===== src/rtl/riscv_pkg.sv =====
// Shared pipeline types: ALU opcodes, write-back selects and the EX control bundle.
package riscv_pkg;

    localparam int unsigned REG_IDX_W = 5;

    typedef enum logic [3:0] {
        ALU_ADD   = 4'b0000,
        ALU_SUB   = 4'b0001,
        ALU_SLL   = 4'b0010,
        ALU_SLT   = 4'b0011,
        ALU_SLTU  = 4'b0100,
        ALU_XOR   = 4'b0101,
        ALU_SRL   = 4'b0110,
        ALU_SRA   = 4'b0111,
        ALU_OR    = 4'b1000,
        ALU_AND   = 4'b1001,
        ALU_PASSB = 4'b1010
    } alu_op_e;

    typedef enum logic [1:0] {
        WB_ALU = 2'b00,
        WB_MEM = 2'b01,
        WB_PC4 = 2'b10,
        WB_IMM = 2'b11
    } wb_sel_e;

    typedef struct packed {
        alu_op_e alu_ctrl;
        logic    sel_a;
        logic    sel_b;
        logic    rd_wr;
        logic    mem_rd;
        logic    mem_wr;
        wb_sel_e wb_sel;
    } ex_ctrl_t;

    // All-zero control word: ADD, no register or memory side effects.
    localparam ex_ctrl_t CTRL_BUBBLE = '0;

endpackage


===== src/rtl/forward_unit.sv =====
// Combinational operand bypass for one EX source register: MEM result first,
// then WB data, otherwise the value captured from the register file.
module forward_unit
    import riscv_pkg::*;
#(
    parameter int unsigned XLEN = 32
) (
    input  logic [REG_IDX_W-1:0] rs,
    input  logic [XLEN-1:0]      rdata,
    input  logic [REG_IDX_W-1:0] mem_rd,
    input  logic                 mem_rd_wr,
    input  logic [XLEN-1:0]      mem_result,
    input  logic [REG_IDX_W-1:0] wb_rd,
    input  logic                 wb_rd_wr,
    input  logic [XLEN-1:0]      wb_wdata,
    output logic [XLEN-1:0]      fwd
);

    logic rs_nz_s;
    logic mem_hit_s;
    logic wb_hit_s;

    assign rs_nz_s   = (rs != {REG_IDX_W{1'b0}});
    assign mem_hit_s = mem_rd_wr && (mem_rd == rs) && rs_nz_s;
    assign wb_hit_s  = wb_rd_wr  && (wb_rd  == rs) && rs_nz_s;

    // Bypass select: the younger MEM result shadows an older WB write.
    always_comb begin
        fwd = rdata;
        if (mem_hit_s) begin
            fwd = mem_result;
        end else if (wb_hit_s) begin
            fwd = wb_wdata;
        end else begin
            fwd = rdata;
        end
    end

endmodule


===== src/rtl/id_ex_stage.sv =====
// ID/EX pipeline register with load-use hazard detection and EX operand
// forwarding/selection feeding the ALU.
module id_ex_stage
    import riscv_pkg::*;
#(
    parameter int unsigned XLEN = 32
) (
    input  logic                 clk,
    input  logic                 rst,
    input  logic                 id_valid,
    input  logic [XLEN-1:0]      id_pc,
    input  logic [REG_IDX_W-1:0] id_rs1,
    input  logic [REG_IDX_W-1:0] id_rs2,
    input  logic [REG_IDX_W-1:0] id_rd,
    input  logic [XLEN-1:0]      id_rdata1,
    input  logic [XLEN-1:0]      id_rdata2,
    input  logic [XLEN-1:0]      id_imm,
    input  ex_ctrl_t             id_ctrl,
    input  logic                 hold,
    input  logic                 flush,
    input  logic [REG_IDX_W-1:0] mem_rd,
    input  logic                 mem_rd_wr,
    input  logic [XLEN-1:0]      mem_result,
    input  logic [REG_IDX_W-1:0] wb_rd,
    input  logic                 wb_rd_wr,
    input  logic [XLEN-1:0]      wb_wdata,
    output logic [XLEN-1:0]      rdataA,
    output logic [XLEN-1:0]      rdataB,
    output logic [3:0]           ALU_control,
    output logic [XLEN-1:0]      ex_store_data,
    output logic [XLEN-1:0]      ex_pc,
    output logic [REG_IDX_W-1:0] ex_rd,
    output ex_ctrl_t             ex_ctrl,
    output logic                 ex_valid,
    output logic                 stall_id
);

    logic                 ex_valid_q,  ex_valid_d;
    ex_ctrl_t             ex_ctrl_q,   ex_ctrl_d;
    logic [XLEN-1:0]      ex_pc_q,     ex_pc_d;
    logic [REG_IDX_W-1:0] ex_rd_q,     ex_rd_d;
    logic [REG_IDX_W-1:0] ex_rs1_q,    ex_rs1_d;
    logic [REG_IDX_W-1:0] ex_rs2_q,    ex_rs2_d;
    logic [XLEN-1:0]      ex_rdata1_q, ex_rdata1_d;
    logic [XLEN-1:0]      ex_rdata2_q, ex_rdata2_d;
    logic [XLEN-1:0]      ex_imm_q,    ex_imm_d;

    logic                 hazard_s;
    logic [XLEN-1:0]      fwd_rs1_s;
    logic [XLEN-1:0]      fwd_rs2_s;

    // A load in EX whose destination feeds the decode instruction cannot be bypassed yet.
    assign hazard_s = ex_valid_q && ex_ctrl_q.mem_rd
                   && (ex_rd_q != {REG_IDX_W{1'b0}})
                   && ((ex_rd_q == id_rs1) || (ex_rd_q == id_rs2))
                   && id_valid;

    assign stall_id = hazard_s && !flush && !hold;

    // Next-state selection: hold > flush > hazard bubble > load from decode.
    always_comb begin
        ex_valid_d  = ex_valid_q;
        ex_ctrl_d   = ex_ctrl_q;
        ex_pc_d     = ex_pc_q;
        ex_rd_d     = ex_rd_q;
        ex_rs1_d    = ex_rs1_q;
        ex_rs2_d    = ex_rs2_q;
        ex_rdata1_d = ex_rdata1_q;
        ex_rdata2_d = ex_rdata2_q;
        ex_imm_d    = ex_imm_q;
        if (hold) begin
            ex_valid_d = ex_valid_q;
        end else if (flush || hazard_s) begin
            ex_valid_d = 1'b0;
            ex_ctrl_d  = CTRL_BUBBLE;
        end else begin
            ex_valid_d  = id_valid;
            ex_ctrl_d   = id_valid ? id_ctrl : CTRL_BUBBLE;
            ex_pc_d     = id_pc;
            ex_rd_d     = id_rd;
            ex_rs1_d    = id_rs1;
            ex_rs2_d    = id_rs2;
            ex_rdata1_d = id_rdata1;
            ex_rdata2_d = id_rdata2;
            ex_imm_d    = id_imm;
        end
    end

    // EX-stage state register.
    always_ff @(posedge clk or posedge rst) begin
        if (rst) begin
            ex_valid_q  <= 1'b0;
            ex_ctrl_q   <= CTRL_BUBBLE;
            ex_pc_q     <= {XLEN{1'b0}};
            ex_rd_q     <= {REG_IDX_W{1'b0}};
            ex_rs1_q    <= {REG_IDX_W{1'b0}};
            ex_rs2_q    <= {REG_IDX_W{1'b0}};
            ex_rdata1_q <= {XLEN{1'b0}};
            ex_rdata2_q <= {XLEN{1'b0}};
            ex_imm_q    <= {XLEN{1'b0}};
        end else begin
            ex_valid_q  <= ex_valid_d;
            ex_ctrl_q   <= ex_ctrl_d;
            ex_pc_q     <= ex_pc_d;
            ex_rd_q     <= ex_rd_d;
            ex_rs1_q    <= ex_rs1_d;
            ex_rs2_q    <= ex_rs2_d;
            ex_rdata1_q <= ex_rdata1_d;
            ex_rdata2_q <= ex_rdata2_d;
            ex_imm_q    <= ex_imm_d;
        end
    end

    forward_unit #(.XLEN(XLEN)) u_fwd_rs1 (
        .rs         (ex_rs1_q),
        .rdata      (ex_rdata1_q),
        .mem_rd     (mem_rd),
        .mem_rd_wr  (mem_rd_wr),
        .mem_result (mem_result),
        .wb_rd      (wb_rd),
        .wb_rd_wr   (wb_rd_wr),
        .wb_wdata   (wb_wdata),
        .fwd        (fwd_rs1_s)
    );

    forward_unit #(.XLEN(XLEN)) u_fwd_rs2 (
        .rs         (ex_rs2_q),
        .rdata      (ex_rdata2_q),
        .mem_rd     (mem_rd),
        .mem_rd_wr  (mem_rd_wr),
        .mem_result (mem_result),
        .wb_rd      (wb_rd),
        .wb_rd_wr   (wb_rd_wr),
        .wb_wdata   (wb_wdata),
        .fwd        (fwd_rs2_s)
    );

    // Store data always takes the bypassed rs2, even when operand B is the immediate.
    assign rdataA        = ex_ctrl_q.sel_a ? ex_pc_q  : fwd_rs1_s;
    assign rdataB        = ex_ctrl_q.sel_b ? ex_imm_q : fwd_rs2_s;
    assign ex_store_data = fwd_rs2_s;
    assign ALU_control   = ex_ctrl_q.alu_ctrl;

    assign ex_pc    = ex_pc_q;
    assign ex_rd    = ex_rd_q;
    assign ex_ctrl  = ex_ctrl_q;
    assign ex_valid = ex_valid_q;

endmodule


===== config.mk =====
export PLATFORM = sky130hd
export DESIGN_NAME = id_ex_stage
export DESIGN_NICKNAME = d
export VERILOG_FILES = /design/src/rtl/riscv_pkg.sv /design/src/rtl/forward_unit.sv /design/src/rtl/id_ex_stage.sv
export SDC_FILE = /design/constraint.sdc
export NUM_CORES = 1
export LEC_CHECK = 0
export BUFFER_PORTS_ARGS = -buffer_cell sky130_fd_sc_hd__buf_2
export CAP_MARGIN = 20
export CORE_MARGIN = 1.5
export CORE_UTILIZATION = 40
export DETAILED_ROUTE_END_ITERATION = 10
export PLACE_DENSITY = 0.75
export SETUP_SLACK_MARGIN = 0.4
export SLEW_MARGIN = 25
export SYNTH_ARGS = -nofsm -noshare
export SYNTH_HDL_FRONTEND = slang
export SYNTH_SLANG_ARGS = --single-unit

===== constraint.sdc =====
create_clock -name clk -period 10.85 [get_ports clk]
set_clock_uncertainty 0.15 [all_clocks]
set_input_delay 1.085 -clock clk [delete_from_list [all_inputs] [get_ports clk]]
set_output_delay 1.085 -clock clk [all_outputs]
set_load 0.1 [all_outputs]

==> results of run 1 <==
Yosys cell counts (all sizes together):
| cell type | number | area (um2) |
|---|---|---|
| a21oi | 2 | 10.0 |
| a221oi | 5 | 43.8 |
| a222oi | 32 | 320 |
| a22o | 1 | 8.76 |
| a31oi | 27 | 169 |
| a32o | 11 | 110 |
| and3 | 32 | 200 |
| and4 | 1 | 8.76 |
| buf | 41 | 245 |
| clkbuf | 29 | 109 |
| dfrtp | 155 | 3880 |
| inv | 65 | 244 |
| mux2 | 170 | 1910 |
| mux2i | 32 | 320 |
| nand2 | 10 | 40.0 |
| nand3 | 30 | 150 |
| nand4 | 4 | 25.0 |
| nor2 | 17 | 63.8 |
| nor2b | 1 | 6.26 |
| nor3 | 29 | 150 |
| nor4 | 1 | 6.26 |
| o211ai | 1 | 12.5 |
| o22ai | 1 | 6.26 |
| o31ai | 32 | 240 |
| or2 | 3 | 18.8 |
| or3 | 1 | 6.26 |
| or4 | 2 | 18.8 |
| xnor2 | 28 | 245 |
| xor2 | 2 | 17.5 |
worst reg2reg max path: stages (launching register included):
cell	delay, ns
dfrtp_1	0.46
xnor2_1	0.16
nand3_1	0.09
o22ai_1	0.15
a21oi_4	0.39
buf_4	0.79
mux2_2	0.56
final cells by class:
class | instances | share of cell area (%)
antenna | 2 | 0.0444
clock buffer | 18 | 3.81
clock inverter | 14 | 1.60
inverter | 65 | 2.21
multi-input combinational | 475 | 37.0
sequential | 155 | 34.4
tap | 275 | 3.05
timing repair buffer | 393 | 17.9
power breakdown:
group          switching [mW]  leakage [nW]  internal, mW
Combinational           0.940          3.16         0.249
Clock                   0.273         0.299         0.351
Sequential             0.0644          1.84         0.659
through the flow:
step / util (%) / setup WS (ns) / cells
CTS: 53.4 / 5.72 / 1394
finish: 53.6 / 5.67 / 1397
detailed placement: 50.6 / 5.74 / 1362
global placement: 50.5 / 5.74 / 1362
global route: 53.6 / 5.49 / 1396
floorplan: - / 5.23 / 765
cell families (layout without fill, tap and decap cells):
group	count (synthesis)	count (layout)	share of synthesized area [%]
compound gates	112	112	10.7
xor+xnor	30	30	3.06
buf+inv	135	490	6.96
flops	155	155	45.2
mux	202	202	26.0
other cells	0	2	0
simple gates	131	131	8.08
routing by layer:
layer / up-vias / wire, um
li1: 3513 / -
met1: 3845 / 11500
met2: 389 / 14700
met3: 38 / 2260
met4: 0 / 617
met5: - / 0
path summary, 6_finish.rpt:
kind	from	end	slack, ns	depth (start not counted)
max	wb_rd[1]	rdataB[27]	5.67	8
min	ex_ctrl[2]	ex_ctrl[2]	0.34	1
max reg2reg	ex_rd[4]	ex_rdata1_q[11]	7.97	6
min reg2reg	ex_ctrl[2]	ex_ctrl[2]	0.34	1
max in group asynchronous	rst	ex_rdata2_q[9]	8.73	3
min in group asynchronous	rst	ALU_control[3]	0.63	2
registers in the layout, summed over array words and instances, names as in the netlist, 4 cells and up:
| signal | cells |
|---|---|
| ALU_control | 4 |
| ex_ctrl | 7 |
| ex_imm_q | 32 |
| ex_pc | 32 |
| ex_rd | 5 |
| ex_rdata1_q | 32 |
| ex_rdata2_q | 32 |
| ex_rs1_q | 5 |
| ex_rs2_q | 5 |
==> impl_metrics.csv, run 1 <==
group,metric,value,unit
outcome,status,"finished, final reports clean",
clocking,tritoncts,"done",
sta,post-route-min-period,5.18,ns
pwr,power.density,225,mW/mm2
clocking,ctsHtreeMaxLevel,4,
sta,slew_headroom,30.5,%
clocking,clock_sinks,155,
clocking,cts_buffer_depth,2,
floorplan,start_util,40.9,%
drt,first_pass_iters,6,
worst_setup_path,path_cells,"buf_2 -> xnor2_2 -> buf_4 -> nand2_2 -> or3_1 -> a221oi_1 -> o31ai_1 -> buf_2",
final_layout,design_area,0.0113,mm2
placed_design,gp_congestion,0.838,
clocking,post_cts_resize_count,0,
floorplan,coreArea,0.0210,mm2
floorplan,row_count,53,
grt,use_met3,5.95,%
worst_setup_path,critPathCaptureType,"output pin",
grt,busiest_layer,"met2",
drt,drtAntennaViolNets,0,
drt,first_iter_violations,453,
sta,setup_viol,0,
worst_setup_path,cp_num_buf_inv,3,
clocking,cts_buffers,17,
run,drv_cap,0,
grt,grt_max_degree,85,
grt,grt_pass1_vias,7822,
logic_synthesis,syn_area_per_cell,11.2,um2
logic_synthesis,yosys.cell_types.count,36,
drt,num_vias,7785,
worst_setup_path,crit_top_cell,"buf_2",
worst_setup_path,required,9.62,ns
worst_setup_path,worstPathMaxFanout,33,
logic_synthesis,ys_warn_count,0,
clocking,clk_pin_slew,0.07,ns
drt,drcViolationCount,0,
final_layout,final_nets,1342,
worst_setup_path,cpPeakStageDelay,0.67,ns
final_layout,final_common_cell,"buf_2",
worst_setup_path,worst-endpoint-arrival,3.94,ns
final_layout,fillers,1865,
drt,vias_per_cell,5.57,
grt,grt_pass1_wl,43200,um
logic_synthesis,ys_ff_latch,155,
sta,hold_violations,0,
floorplan,die_w,150,um
worst_setup_path,cp_slowest_cell,"or3_1",
logic_synthesis,synthCells,765,
final_layout,area_growth,31.2,%
worst_hold_path,hold_path.class,"reg -> reg",
clocking,hold_buffers,0,
pwr,p_leak,5.30,nW
drt,wl_per_cell,20.8,um
grt,grt.met1_usage,30.1,%
placed_design,io_buffers,384,
logic_synthesis,syn-num-nets,1000,
sta,rsz0062_at_grt,"false",
clocking,cts_root_buffer,"clkbuf_16",
sta,hold_slack,0.342,ns
drt,wl,29100,um
sta,maxSlewViolCount,0,
logic_synthesis,synth_area,0.00859,mm2
clocking,worstSkewPairLatency,0.42,ns
worst_setup_path,crit_path_start_kind,"input port",
final_layout,final_cell_mix,"384 x buf_2, 170 x mux2_2, 153 x dfrtp_1",
sta,tns,0,ns
floorplan,design.die.area,0.0224,mm2
placed_design,place_area,0.0106,mm2
sta,fin_crit_sh,47.7,%
placed_design,hpwl,20500,um
logic_synthesis,yosysSeqAreaShare,45.2,%
final_layout,multi_input_area,0.00417,mm2
grt,use_met2,44.7,%
grt,grt_overflow,0,
sta,fmax,193,MHz
pwr,vdd_drop_max,0.139,mV
worst_setup_path,path_class,"in -> out",
clocking,post_cts_buffers,0,
grt,grt_usage,25.3,%
final_layout,drive_above_1_share,54.5,%
grt,antenna_found_initial,4,
sta,worst_pin_slew,1.04,ns
worst_setup_path,crit_family,"simple AND/OR/NAND/NOR gates",
final_layout,seqCellArea,0.00388,mm2
pwr,power.total,2.54,mW
floorplan,die_h,150,um
floorplan,io_pins,385,
Note: power is estimated with default switching activity, not from simulation.
==> inputs of run 2 (changes only) <==
--- a/config.mk
+++ b/config.mk
@@ -10,7 +10,7 @@
 export CORE_MARGIN = 1.5
 export CORE_UTILIZATION = 40
 export DETAILED_ROUTE_END_ITERATION = 10
-export PLACE_DENSITY = 0.75
+export PLACE_DENSITY = 0.77
 export SETUP_SLACK_MARGIN = 0.4
 export SLEW_MARGIN = 25
 export SYNTH_ARGS = -nofsm -noshare
==> constraint.sdc (replaced) <==
create_clock -name clk -period 4.2 [get_ports clk]
set_clock_uncertainty 0.15 [all_clocks]
set_input_delay 0.42 -clock clk [delete_from_list [all_inputs] [get_ports clk]]
set_output_delay 0.42 -clock clk [all_outputs]
set_load 0.1 [all_outputs]
==> run 2 against run 1 <==
Net effect:
- die area stayed put
- design area rose by 2.8%
- largest power group unchanged
- critical path depth decreased by 2
- largest cell class unchanged
- final cell count increased by 0.64%
==> impl_metrics.csv, run 2 (synthesized netlist as in run 1, its figures left out) <==
group,metric,value,unit
final_layout,final_nets,1352,
drt,wl,30500,um
grt,grt_pass1_wl,44000,um
drt,drcViolationCount,0,
clocking,clk_pin_slew,0.07,ns
sta,post-route-min-period,3.84,ns
drt,num_vias,7875,
final_layout,area_growth,34.8,%
floorplan,die_h,150,um
final_layout,fin_cells,1406,
placed_design,place_area,0.0109,mm2
pwr,power.density,563,mW/mm2
pwr,p_int,3.19,mW
placed_design,hpwl,21400,um
floorplan,design.die.area,0.0224,mm2
pwr,pwr-share-comb,48.3,%
grt,grt_usage,26.1,%
pwr,clkPwrFrac,23.0,%
grt,antenna_found_initial,1,
sta,fmax,261,MHz
floorplan,coreArea,0.0210,mm2
sta,worst_pin_slew,1.18,ns
sta,hold_violations,0,
final_layout,fillers,1808,
drt,drtAntennaViolNets,0,
placed_design,gp_congestion,0.843,
sta,maxSlewViolCount,0,
sta,rsz0062_at_grt,"true",
final_layout,design_area,0.0116,mm2
sta,setup_viol,0,
clocking,tritoncts,"done",
final_layout,final_cell_mix,"369 x buf_2, 170 x mux2_2, 153 x dfrtp_1",
pwr,p_sw,3.33,mW
sta,tns,0,ns
sta,slew_headroom,21.1,%
pwr,switching_share,51.1,%
final_layout,final_common_cell,"buf_2",
clocking,cts_root_buffer,"clkbuf_16",
placed_design,placed_cells,1371,
pwr,p_leak,5.36,nW
worst_hold_path,hold_path.class,"in -> reg",
grt,grt_overflow,0,
drt,first_pass_iters,7,
sta,fin_crit_sh,91.4,%
worst_setup_path,required,3.63,ns
final_layout,drive_above_1_share,58.1,%
floorplan,die_w,150,um
floorplan,start_util,40.9,%
clocking,ctsHtreeMaxLevel,4,
floorplan,row_count,53,
worst_setup_path,crit_path_start_kind,"flip-flop",
outcome,status,"finished, final reports clean",
drt,vias_per_cell,5.60,
clocking,clock_sinks,155,
worst_setup_path,path_class,"reg -> out",
clocking,cts_buffers,17,
clocking,cts_buffer_depth,2,
clocking,hold_buffers,0,
pwr,power.total,6.52,mW
pwr,p_seq_share,28.6,%
clocking,worstSkewPairLatency,0.42,ns
worst_setup_path,critPathCaptureType,"output pin",
floorplan,io_pins,385,
grt,grt_max_degree,156,
grt,grt_pass1_vias,7890,
run,drv_cap,0,
placed_design,io_buffers,384,
drt,wl_per_cell,21.7,um
pwr,vdd_drop_max,0.341,mV
drt,first_iter_violations,602,
worst_setup_path,worst-endpoint-arrival,3.27,ns
worst_setup_path,worstPathMaxFanout,16,
[run 2: area by class of cell]
cell class,instances,area (um2),area share [%]
tap,275,344,2.97
antenna,1,2.50,0.0216
clock buffer,18,439,3.79
multi-input combinational,476,4390,37.9
inverter,65,248,2.14
timing repair buffer,402,2160,18.6
clock inverter,14,123,1.06
sequential,155,3880,33.5
[run 2: power groups by stage]
stage	sequential [mW]	clock (mW)	combinational, mW
6_report	1.87	1.50	3.15
5_1_grt	1.90	1.61	3.25
4_1_cts	1.87	1.53	3.14
3_5_place_dp	1.89	0	3.13
3_3_place_gp	1.88	0	3.10
2_1_floorplan	2.28	0	2.15
[run 2: final timing paths]
kind / start / to / slack [ns] / cells past startpoint
max in group asynchronous: rst / ex_ctrl[5] / 3.11 / 3
max reg2reg: ex_rd[4] / ex_rdata2_q[16] / 1.69 / 6
min reg2reg: ex_ctrl[1] / ex_ctrl[1] / 0.35 / 1
min: id_rd[2] / ex_rd[2] / 0.07 / 2
max: ex_rs1_q[2] / rdataA[25] / 0.36 / 6
min in group asynchronous: rst / ex_pc[7] / 0.09 / 3
[run 2: critical path, stage by stage (launching register included)]
cell,delay (ns)
dfrtp_1,0.44
or4_1,0.53
nor2_2,0.19
nor4_2,0.14
nor2_2,0.93
a222oi_1,0.23
buf_2,0.37
[run 2: what timing repair did]
item / in CTS / in global routing
setup buffers: 0 / 1
gates resized for setup: 4 / 16
gates cloned: 0 / 1
pin swaps: 0 / 1
endpoints found under the setup margin: 5 / 34
[run 2: layer usage]
metal	GRT usage, %	up-vias	wire length (um)	part of all wire [%]
met5	0	-	0	0
met4	8.81	0	599	2.0
met3	6.74	35	2590	8.5
met2	46.1	439	15500	51
met1	30.4	3867	11900	39
li1	-	3534	-	-
[run 2: per-stage QoR]
| step | hold slack (ns) | setup WS, ns | utilization (%) |
|---|---|---|---|
| 2_1_floorplan | 0.325 | -0.209 | - |
| 3_3_place_gp | 0.329 | 0.835 | 52.0 |
| 3_5_place_dp | 0.334 | 0.807 | 52.0 |
| 4_1_cts | 0.0583 | 0.397 | 54.7 |
| 5_1_grt | 0.0540 | 0.259 | 55.1 |
| 6_report | 0.0718 | 0.362 | 55.1 |
==> inputs of run 3 (changes only) <==
--- a/config.mk
+++ b/config.mk
@@ -9,6 +9,7 @@
 export CAP_MARGIN = 20
 export CORE_MARGIN = 1.5
 export CORE_UTILIZATION = 40
+export CTS_BUF_LIST = sky130_fd_sc_hd__clkbuf_4
 export DETAILED_ROUTE_END_ITERATION = 10
 export PLACE_DENSITY = 0.77
 export SETUP_SLACK_MARGIN = 0.4
==> run 3 against run 2 <==
Net effect:
- maximum frequency grew 3.1%
- clock-buffer cell count shrank 1
- setup slack gained 0.11 ns
==> impl_metrics.csv, run 3 (synthesized netlist as in run 1, its figures left out) <==
group,metric,value,unit
grt,grt_pass1_wl,49100,um
clocking,cts_buffer_depth,2,
worst_setup_path,worstPathMaxFanout,17,
drt,vias_per_cell,5.56,
clocking,cts_buffers,17,
floorplan,io_pins,385,
sta,setup_viol,0,
grt,antenna_found_initial,1,
drt,first_iter_violations,565,
sta,maxSlewViolCount,0,
drt,drtAntennaViolNets,0,
floorplan,start_util,40.9,%
pwr,power.density,470,mW/mm2
grt,grt_pass1_vias,9040,
sta,fin_crit_sh,88.7,%
floorplan,die_w,150,um
clocking,tritoncts,"done",
clocking,cts_root_buffer,"clkbuf_4",
grt,grt_overflow,0,
sta,rsz0062_at_grt,"true",
final_layout,drive_above_1_share,51.5,%
placed_design,io_buffers,384,
clocking,ctsHtreeMaxLevel,4,
pwr,power.total,6.09,mW
placed_design,hpwl,21400,um
placed_design,placed_cells,1371,
pwr,vdd_drop_max,0.432,mV
final_layout,final_nets,1511,
worst_setup_path,critPathCaptureType,"output pin",
worst_setup_path,path_class,"reg -> out",
final_layout,area_growth,50.7,%
sta,post-route-min-period,3.72,ns
sta,slew_headroom,39.3,%
outcome,status,"finished, final reports clean",
placed_design,place_worst_setup_slack,0.807,ns
placed_design,gp_congestion,0.843,
sta,fin_ws,0.476,ns
pwr,p_leak,5.91,nW
grt,grt_max_degree,156,
sta,worst_pin_slew,0.910,ns
drt,wl_per_cell,21.7,um
floorplan,design.die.area,0.0224,mm2
grt,grt_usage,29.1,%
drt,first_pass_iters,8,
drt,drcViolationCount,0,
final_layout,final_cell_mix,"359 x buf_2, 170 x mux2_2, 155 x dlygate4sd3_1",
floorplan,coreArea,0.0210,mm2
worst_setup_path,crit_path_start_kind,"flip-flop",
worst_hold_path,hold_path.class,"in -> reg",
sta,tns,0,ns
worst_setup_path,worst-endpoint-arrival,3.15,ns
final_layout,fin_cells,1565,
clocking,clk_pin_slew,0.17,ns
clocking,worstSkewPairLatency,0.55,ns
final_layout,final_core_util,61.6,%
floorplan,die_h,150,um
final_layout,final_common_cell,"buf_2",
drt,wl,34000,um
sta,fmax,269,MHz
worst_setup_path,required,3.63,ns
run,drv_cap,0,
floorplan,row_count,53,
sta,hold_violations,0,
drt,num_vias,8705,
clocking,clock_sinks,155,
run 3: area by class of cell:
| cell class | count | area [um2] |
|---|---|---|
| antenna | 1 | 2.50 |
| clock buffer | 17 | 128 |
| clock inverter | 15 | 126 |
| fill | 1584 | 8080 |
| inverter | 65 | 248 |
| multi-input combinational | 476 | 4450 |
| sequential | 155 | 3880 |
| tap | 275 | 344 |
| timing repair buffer | 561 | 3770 |
run 3: final timing paths:
path / startpoint / end / slack, ns / cells after the start
hold reg to reg: ex_ctrl[1] / ex_ctrl[1] / 0.37 / 1
hold / removal: hold / ex_ctrl[1] / 0.12 / 2
min in group asynchronous: rst / ex_pc[7] / 0.52 / 4
setup reg to reg: ex_rd[4] / ex_rdata2_q[16] / 1.61 / 6
max in group asynchronous: rst / ex_ctrl[5] / 2.68 / 4
setup / recovery: ex_rs1_q[2] / rdataA[14] / 0.48 / 7
run 3: routing by layer:
metal	GRT usage, %	share of wire [%]	vias up
li1	-	-	3866
met1	32.9	37	4221
met2	52.3	51	519
met3	6.49	8.0	99
met4	12.9	3.7	0
met5	0	0	-
run 3: where the power goes:
group | total (mW) | leakage [nW] | switching [mW] | internal [mW]
combinational | 3.33 | 3.94 | 2.52 | 0.803
sequential | 1.87 | 1.84 | 0.171 | 1.70
clock | 0.891 | 0.140 | 0.635 | 0.256
run 3: worst max-delay path, cell delays in order (launching register included):
cell	delay [ns]
dfrtp_1	0.47
or4_1	0.53
nor2_2	0.23
nor3_4	0.08
buf_4	0.25
mux2i_1	0.16
a222oi_1	0.41
clkbuf_4	0.43
run 3: repair_timing:
item | CTS | global route
pin swaps | 1 | 1
hold buffers | 155 | 0
endpoints found under the setup margin | 75 | 45
endpoints found under the hold margin | 220 | 0
buffers inserted | 4 | 1
gates cloned | 1 | 0
gates resized for setup | 16 | 29
run 3: per-stage QoR:
step / cell area (um2) / hold WS [ns]
4_1_cts: 12800 / 0.0556
3_5_place_dp: 10900 / 0.334
2_1_floorplan: 8820 / 0.325
6_report: 12900 / 0.123
3_3_place_gp: 10900 / 0.329
5_1_grt: 12900 / 0.0764
